--- src/rtl/decoder_3x8_stream.sv ---
// -----------------------------------------------------------------------------
// decoder_3x8_stream
//
// Registered binary-to-one-hot decoder with valid/ready handshakes on both
// sides. A small FIFO (1 or 2 entries) sits between the producer and the
// consumer so that a downstream stall never drops a code.
//
// Ports:
//   clk        rising-edge clock
//   rst        synchronous, active-high reset
//   in_valid   producer offers a code
//   in_ready   block can accept a code (depends on registered count only)
//   in_code    binary index to decode
//   in_en      decoder enable, sampled with in_code; 0 stores an all-zero word
//   out_valid  out_onehot holds a valid word
//   out_ready  consumer takes the word this cycle
//   out_onehot decoded word, zero whenever the buffer is empty
//   count      current buffer occupancy (0..DEPTH)
// -----------------------------------------------------------------------------
module decoder_3x8_stream #(
    parameter int CODE_W = 3,
    parameter int DEPTH  = 2
) (
    input  logic                   clk,
    input  logic                   rst,
    input  logic                   in_valid,
    output logic                   in_ready,
    input  logic [CODE_W-1:0]      in_code,
    input  logic                   in_en,
    output logic                   out_valid,
    input  logic                   out_ready,
    output logic [(2**CODE_W)-1:0] out_onehot,
    output logic [1:0]             count
);

    localparam int         OUT_W    = 2**CODE_W;
    localparam logic [1:0] DEPTH_C  = 2'(DEPTH);
    localparam logic       LAST_PTR = 1'(DEPTH - 1);

    // Decode one code into its select word; disabled codes give all zeros,
    // so a stored word is always one-hot or zero, never multi-hot.
    function automatic logic [OUT_W-1:0] decode_word(
        input logic [CODE_W-1:0] code,
        input logic              en
    );
        logic [OUT_W-1:0] word;
        word = {OUT_W{1'b0}};
        if (en) begin
            word[code] = 1'b1;
        end else begin
            word = {OUT_W{1'b0}};
        end
        return word;
    endfunction

    // Pointer increment wrapping modulo DEPTH (a DEPTH of 1 pins it at 0).
    function automatic logic ptr_inc(input logic p);
        return (p == LAST_PTR) ? 1'b0 : (p + 1'b1);
    endfunction

    logic [OUT_W-1:0] mem_r [2];
    logic [OUT_W-1:0] mem_nxt_s [2];
    logic             wr_ptr_r, wr_ptr_nxt_s;
    logic             rd_ptr_r, rd_ptr_nxt_s;
    logic [1:0]       count_r, count_nxt_s;
    logic             out_valid_r, out_valid_nxt_s;
    logic [OUT_W-1:0] out_onehot_r, out_onehot_nxt_s;
    logic             in_ready_s;
    logic             push_s;
    logic             pop_s;

    // in_ready looks only at the registered count: no pass-through when full.
    assign in_ready_s = (count_r < DEPTH_C);
    assign push_s     = in_valid && in_ready_s;
    assign pop_s      = out_valid_r && out_ready;

    // Next-state computation for storage, pointers, occupancy and the
    // registered output word (the head entry after this edge's push/pop).
    always_comb begin
        mem_nxt_s[0] = mem_r[0];
        mem_nxt_s[1] = mem_r[1];
        wr_ptr_nxt_s = wr_ptr_r;
        rd_ptr_nxt_s = rd_ptr_r;
        count_nxt_s  = count_r;

        if (push_s) begin
            mem_nxt_s[wr_ptr_r] = decode_word(in_code, in_en);
            wr_ptr_nxt_s        = ptr_inc(wr_ptr_r);
        end else begin
            wr_ptr_nxt_s = wr_ptr_r;
        end

        if (pop_s) begin
            rd_ptr_nxt_s = ptr_inc(rd_ptr_r);
        end else begin
            rd_ptr_nxt_s = rd_ptr_r;
        end

        case ({push_s, pop_s})
            2'b10:   count_nxt_s = count_r + 2'd1;
            2'b01:   count_nxt_s = count_r - 2'd1;
            default: count_nxt_s = count_r;
        endcase

        // The head may be the entry written this same edge (push+pop at count 1).
        out_valid_nxt_s = (count_nxt_s != 2'd0);
        if (out_valid_nxt_s) begin
            out_onehot_nxt_s = mem_nxt_s[rd_ptr_nxt_s];
        end else begin
            out_onehot_nxt_s = {OUT_W{1'b0}};
        end
    end

    // State registers; synchronous reset discards every buffered word.
    always_ff @(posedge clk) begin
        if (rst) begin
            mem_r[0]     <= {OUT_W{1'b0}};
            mem_r[1]     <= {OUT_W{1'b0}};
            wr_ptr_r     <= 1'b0;
            rd_ptr_r     <= 1'b0;
            count_r      <= 2'd0;
            out_valid_r  <= 1'b0;
            out_onehot_r <= {OUT_W{1'b0}};
        end else begin
            mem_r[0]     <= mem_nxt_s[0];
            mem_r[1]     <= mem_nxt_s[1];
            wr_ptr_r     <= wr_ptr_nxt_s;
            rd_ptr_r     <= rd_ptr_nxt_s;
            count_r      <= count_nxt_s;
            out_valid_r  <= out_valid_nxt_s;
            out_onehot_r <= out_onehot_nxt_s;
        end
    end

    assign in_ready   = in_ready_s;
    assign out_valid  = out_valid_r;
    assign out_onehot = out_onehot_r;
    assign count      = count_r;

endmodule
--- config.mk ---
export PLATFORM = sky130hd
export DESIGN_NAME = decoder_3x8_stream
export DESIGN_NICKNAME = d
export VERILOG_FILES = /design/src/rtl/decoder_3x8_stream.sv
export SDC_FILE = /design/constraint.sdc
export NUM_CORES = 1
export LEC_CHECK = 0
export CAP_MARGIN = 40
export CORE_MARGIN = 2
export CORE_UTILIZATION = 36
export CTS_CLUSTER_SIZE = 14
export DETAILED_ROUTE_END_ITERATION = 10
export PLACE_DENSITY = 0.63
export SYNTH_ARGS = -nofsm -noshare
export SYNTH_HDL_FRONTEND = slang
export SYNTH_SLANG_ARGS = --single-unit
--- constraint.sdc ---
create_clock -name clk -period 2.08 [get_ports clk]
set_input_delay 0.416 -clock clk [delete_from_list [all_inputs] [get_ports clk]]
set_output_delay 0.416 -clock clk [all_outputs]
set_load 0.01 [all_outputs]
# [After elaboration in Yosys (flattened, before gate mapping)]
# Memories as Yosys holds them, arrays and structs flattened.
# Index checks and enable logic that the tools add are counted.
[word_totals] reg_bits=13 ramBits=16 inputBits=8 out_inout_bits=12 wordCells=49 n_memories=1
[classes] addsub=4 n_lt_le_gt_ge=6 eq_ne=2 muxes=20 bitwise_logic=5 reduce_logical=6
[mem_list] memory="mem_r" depth=2 width=8 rd=2 rd_clocked_by_memory_dff=0 wr=2 line="61" source="logic [OUT_W-1:0] mem_r [2];"
[ops] cell="two-way mux 8 bit" n=8
[ops] cell="bitwise mux 16 bit" n=1
[ops] cell="two-way mux 16 bit" n=1
[ops] cell="demux 8 bit (select 1 bit)" n=1
[ops] cell="two-way mux 1 bit" n=7
[ops] cell=">= comparator 2 bit, second input constant" n=2
[ops] cell="logical AND 1 bit" n=4
[ops] cell="less-than comparator 3 x 4 -> 1 bit, second input constant" n=1
[ops] cell="inverter 1 -> 2 bit" n=2
[ops] cell="case mux 2 bit (2 select lines)" n=1
[ops] cell="demux 1 bit (select 3 bit)" n=1
[ops] cell=">= comparator 3 x 1 -> 1 bit, second input constant" n=1
[ops] cell="adder 1 bit, second input constant" n=2
[ops] cell="adder 2 x 1 -> 2 bit, second input constant" n=1
[ops] cell="equality test 2 x 1 -> 1 bit, second input constant" n=1
[ops] cell="equality test 2 bit, second input constant" n=1
[ops] cell="less-than comparator 2 x 1 -> 1 bit, second input constant" n=1
[ops] cell="less-than comparator 2 bit, second input constant" n=1
[ops] cell="OR 1 bit" n=2
[ops] cell="nonzero test 2 bit" n=1
[ops] cell="OR reduction 2 bit" n=1
[ops] cell="subtractor 2 x 1 -> 2 bit, second input constant" n=1
[ops] cell="inverter 1 bit" n=1

# [Depth between registers and ports, before layout]
[depth] ltp_word=11 mapped_depth=7 ltp_nobuf=7

# [Least setup slack after synthesis]
# Ideal clock, no wire load.
[synth_path] path_kind="register to register" from="register count_r[1] (netlist: count[1])" to="register out_onehot_r[0] (netlist: out_onehot[0])" setup_ns=0.137 arrival_ns=1.615 required_ns=1.943 setup_slack_ns=0.328 path_stages_with_launch=8 n_path_buf=0 period_less_slack_ns=1.752 cell_sequence="dfxtp_1 inv_1 nand2_1 ha_1 nor2b_1 a21oi_1 o21ai_1 nor2b_1"
[synth_via] elab_chain_len=7 word_cells_on_any_way=14 classes_between="add/sub: 2; order compare: 1; eq/ne: 2; mux: 5; bitwise: 1; reduce/logical: 3"
[synth_lines] item="start: declaration" line="65" source="logic [1:0] count_r, count_nxt_s;"
[synth_lines] item="start signal: assignment" line="129" source="count_r <= count_nxt_s;"
[synth_lines] item="less-than comparator 2 bit *" line="73" source="assign in_ready_s = (count_r < DEPTH_C);"
[synth_lines] item="named net in_ready" line="27" source="output logic in_ready,"
[synth_lines] item="logical AND 1 bit *" line="74" source="assign push_s = in_valid && in_ready_s;"
[synth_lines] item="equality test 2 x 1 -> 1 bit or equality test 2 bit (tied branches)" line="99" source="case ({push_s, pop_s})"
[synth_lines] item="case mux 2 bit (2 select lines)" line="99"
[synth_lines] item="nonzero test 2 bit" line="106" source="out_valid_nxt_s = (count_nxt_s != 2'd0);"
[synth_lines] item="inverter 1 bit (no line)"
[synth_lines] item="OR reduction 2 bit (no line)"
[synth_lines] item="end signal: assignment" line="123" source="out_onehot_r <= {OUT_W{1'b0}};"
[synth_lines] item="end signal: assignment" line="131" source="out_onehot_r <= out_onehot_nxt_s;"
[synth_lines] item="end: declaration" line="67" source="logic [OUT_W-1:0] out_onehot_r, out_onehot_nxt_s;"
# The timed path passes the listed nets; every way through them passes the cells marked *. The select of a mux whose other input is x is not followed.
# A chain may end at the register's enable or synchronous reset.

# [Worst setup path after layout]
[layout_path] from="input in_valid" to="register out_onehot_r[3] (netlist: out_onehot[3])"
[layout_via] elab_chain_len=6 word_cells_on_any_way=11 classes_between="eq/ne: 2; mux: 5; bitwise: 1; reduce/logical: 3"
[layout_lines] item="start: declaration" line="26" source="input logic in_valid,"
[layout_lines] item="logical AND 1 bit *" line="74"
[layout_lines] item="equality test 2 x 1 -> 1 bit or equality test 2 bit (tied branches)" line="99"
[layout_lines] item="case mux 2 bit (2 select lines)" line="99"
[layout_lines] item="nonzero test 2 bit" line="106"
[layout_lines] item="inverter 1 bit (no line)"
[layout_lines] item="OR reduction 2 bit (no line)"
# Every way passes the cells marked *; elsewhere a longest branch is shown, timed or not. The select of a mux whose other input is x is not followed.

==> results.cfg <==
[synthesis]
synth_fa_ha_area_share_pct = 1.080
yosys.area_share.simple_pct = 21.06
netlist_instances = 121
ys_seq_elements = 29
synth.area.top_cells = dfxtp_1 (50%), mux2i_1 (10%), nor2_1 (8.1%)
yosys.cell_types.count = 27
synth_area_um2 = 1159
synth_compound_gate_area_share_pct = 11.77
synth_top_family_by_area = simple AND/OR/NAND/NOR gates
yosys.area.top_type = dfxtp_1
seq_area_frac_synth_pct = 50.11
synth_xor_area_share_pct = 1.512
netlist.area_leader.share_pct = 50.11
syn_area_per_cell_um2 = 9.575
muxShareOfSynthArea_pct = 10.37
synth_fp_nets = 130
ys_warn_count = 0

[floorplanning]
die_h_um = 60.73
start_util_pct = 37.95
ios = 20
core.rowCount = 20
die_w_um = 60.73
core_um2 = 3053
die-area_um2 = 3688

[critical_path]
reg2reg_to = out_onehot[3]
critical_path_arrival_ns = 2.06
rrSetupSlack_ns = 0.34
crit_fanout = 9
crit_type = primary input to flop
critPathLaunchType = primary input
rr_worst_depth = 8
cp-end-kind = flop
r2r_start = count[1]
cp_data_required_time_ns = 2.29

[detailed_routing]
route.detailed.drc = 0
routed_via_density = 4.927
drt_iter0_drc = 46
vias = 946
wire_per_inst_um = 12.48
postRouteAntennaNets = 0
drt-total-wl_mm = 2.396
firstDrtPassIters = 4

[global_route]
antenna_found_initial = 0
grt_overflow = 0
grt_pass1_vias = 870
grt_first_pass_wirelength_mm = 3.905
track_usage_pct = 15.05
grt_max_degree = 21

[sta]
setup_viol = 0
setup_tns_ns = 0
setup_slack_ns = 0.2287
grt_setup_unrepaired = no
fin_crit_ns = 1.851
fmax_ghz = 0.5402
hold_slack_ns = 0.4808
maxSlewViolCount = 0
period_share_pct = 89.00
slew_headroom_pct = 66.85
worst_slew_pin_slew_ns = 0.4905
fin_skew_ns = 0.003748
finalHoldViolations = 0

[power_and_ir_drop]
power_density_nw_per_um2 = 866.1
max-vdd-ir-drop_mv = 0.3884
p_leak_nw = 0.5962
p_total_mw = 1.278

[clock_tree]
tritoncts = built
clkLatencyLatePin_ns = 0.33
cts.sinks = 29
cts-root-buf = clkbuf_4
cts_inserted_buffers = 5
cts_resized = 0
ctsHoldBuffers = 0
clk_path_buf_depth = 2
htree_levels = 2
path_clk_slew_ns = 0.09
post_cts_buffers = 0

[worst_hold_path]
hp-class = flop to flop
hold_path_end = wr_ptr_r
hold_path.startpoint = wr_ptr_r
min_path_cells = 2

[status]
status = completed

[placement]
place_hpwl_mm = 1.652
port_buffers = 19
postPlaceCellArea_um2 = 1420
place_ws_ns = -0.09736
placed_cells = 185
globalplace.congestion = 0.7635

[final_layout]
final_util_pct = 48.32
post-route-cell-area_um2 = 1475
final_common_cell = dfxtp_1
multi_input_area_um2 = 530.5
syn_to_final_growth_pct = 27.32
fill_cells = 313
nets = 157
drive_gt1_share_pct = 9.459
finalNonFillerCells = 192
seq_area_um2 = 580.6
diodes = 0
layout_common_cells = dfxtp_1 (29), nor2_1 (25), clkdlybuf4s50_1 (19)

[flow_run]
maxCapViolations = 0
[critical path, cell delays in order]
cell and delay, ns:
clkdlybuf4s50_1 0.50, nand2_1 0.08, ha_1 0.33, nor2b_1 0.22, a21oi_1 0.10, o21ai_1 0.14, buf_4 0.20, a211oi_1 0.07
[how the worst max path moves through the flow]
stage                         from       endpoint  slack, ns
after global routing      in_valid  out_onehot[3]       0.12
final                     in_valid  out_onehot[3]       0.23
after global placement    in_valid  out_onehot[3]     -0.007
after detailed placement  in_valid  out_onehot[3]       -0.1
after floorplan           count[1]  out_onehot[0]       0.33
after CTS                 in_valid  out_onehot[3]       0.25
[kinds of logic (layout without fill, tap and decap cells)]
logic type | count (synthesis) | count (layout)
adders and majority gates | 1 | 1
DFF | 29 | 29
muxes | 12 | 12
AOI/OAI and AO/OA | 22 | 22
xor gates and xnor gates | 2 | 2
and+or+nand+nor | 46 | 46
buffers and inverters | 9 | 36
[synth_stat cells (all sizes together)]
library cell	instances
nor4b	1
xnor2	2
dfxtp	29
or3	1
or3b	1
a211oi	8
clkbuf	2
nand4b	3
nor4bb	3
inv	3
a21oi	11
nor2	25
nand2	2
ha	1
mux2i	12
nor3	1
nand4	1
a31oi	1
o21ai	2
nand3b	1
and2	1
nor2b	6
buf	4
[state kept, by name, summed over array words and instances (netlist names)]
register and count:
count 2, wr_ptr_r 1, out_valid 1, out_onehot 8, mem_r 16, rd_ptr_r 1
[cell type report]
| type | instances | area share (%) |
|---|---|---|
| clock buffers | 7 | 3.732 |
| inverters | 3 | 0.7634 |
| multi-input cells | 83 | 35.96 |
| flip-flops and latches | 29 | 39.36 |
| well taps | 44 | 3.732 |
| repair buffers | 26 | 16.45 |
[power breakdown]
part | switching, mW | internal, mW | total (mW) | leakage, nW
Clock | 0.185 | 0.159 | 0.345 | 0.0314
Sequential | 0.0210 | 0.591 | 0.612 | 0.235
Combinational | 0.162 | 0.158 | 0.321 | 0.330
Total | 0.369 | 0.909 | 1.28 | 0.596
[layer usage]
metal	GRT usage, %	routed length [um]	vias to the layer above
met3	6.397	89	7
met1	17.89	1075	450
met5	0	0	-
met4	7.453	57	0
li1	-	-	474
met2	23.35	1174	15
(Power assumes the default switching activity.)
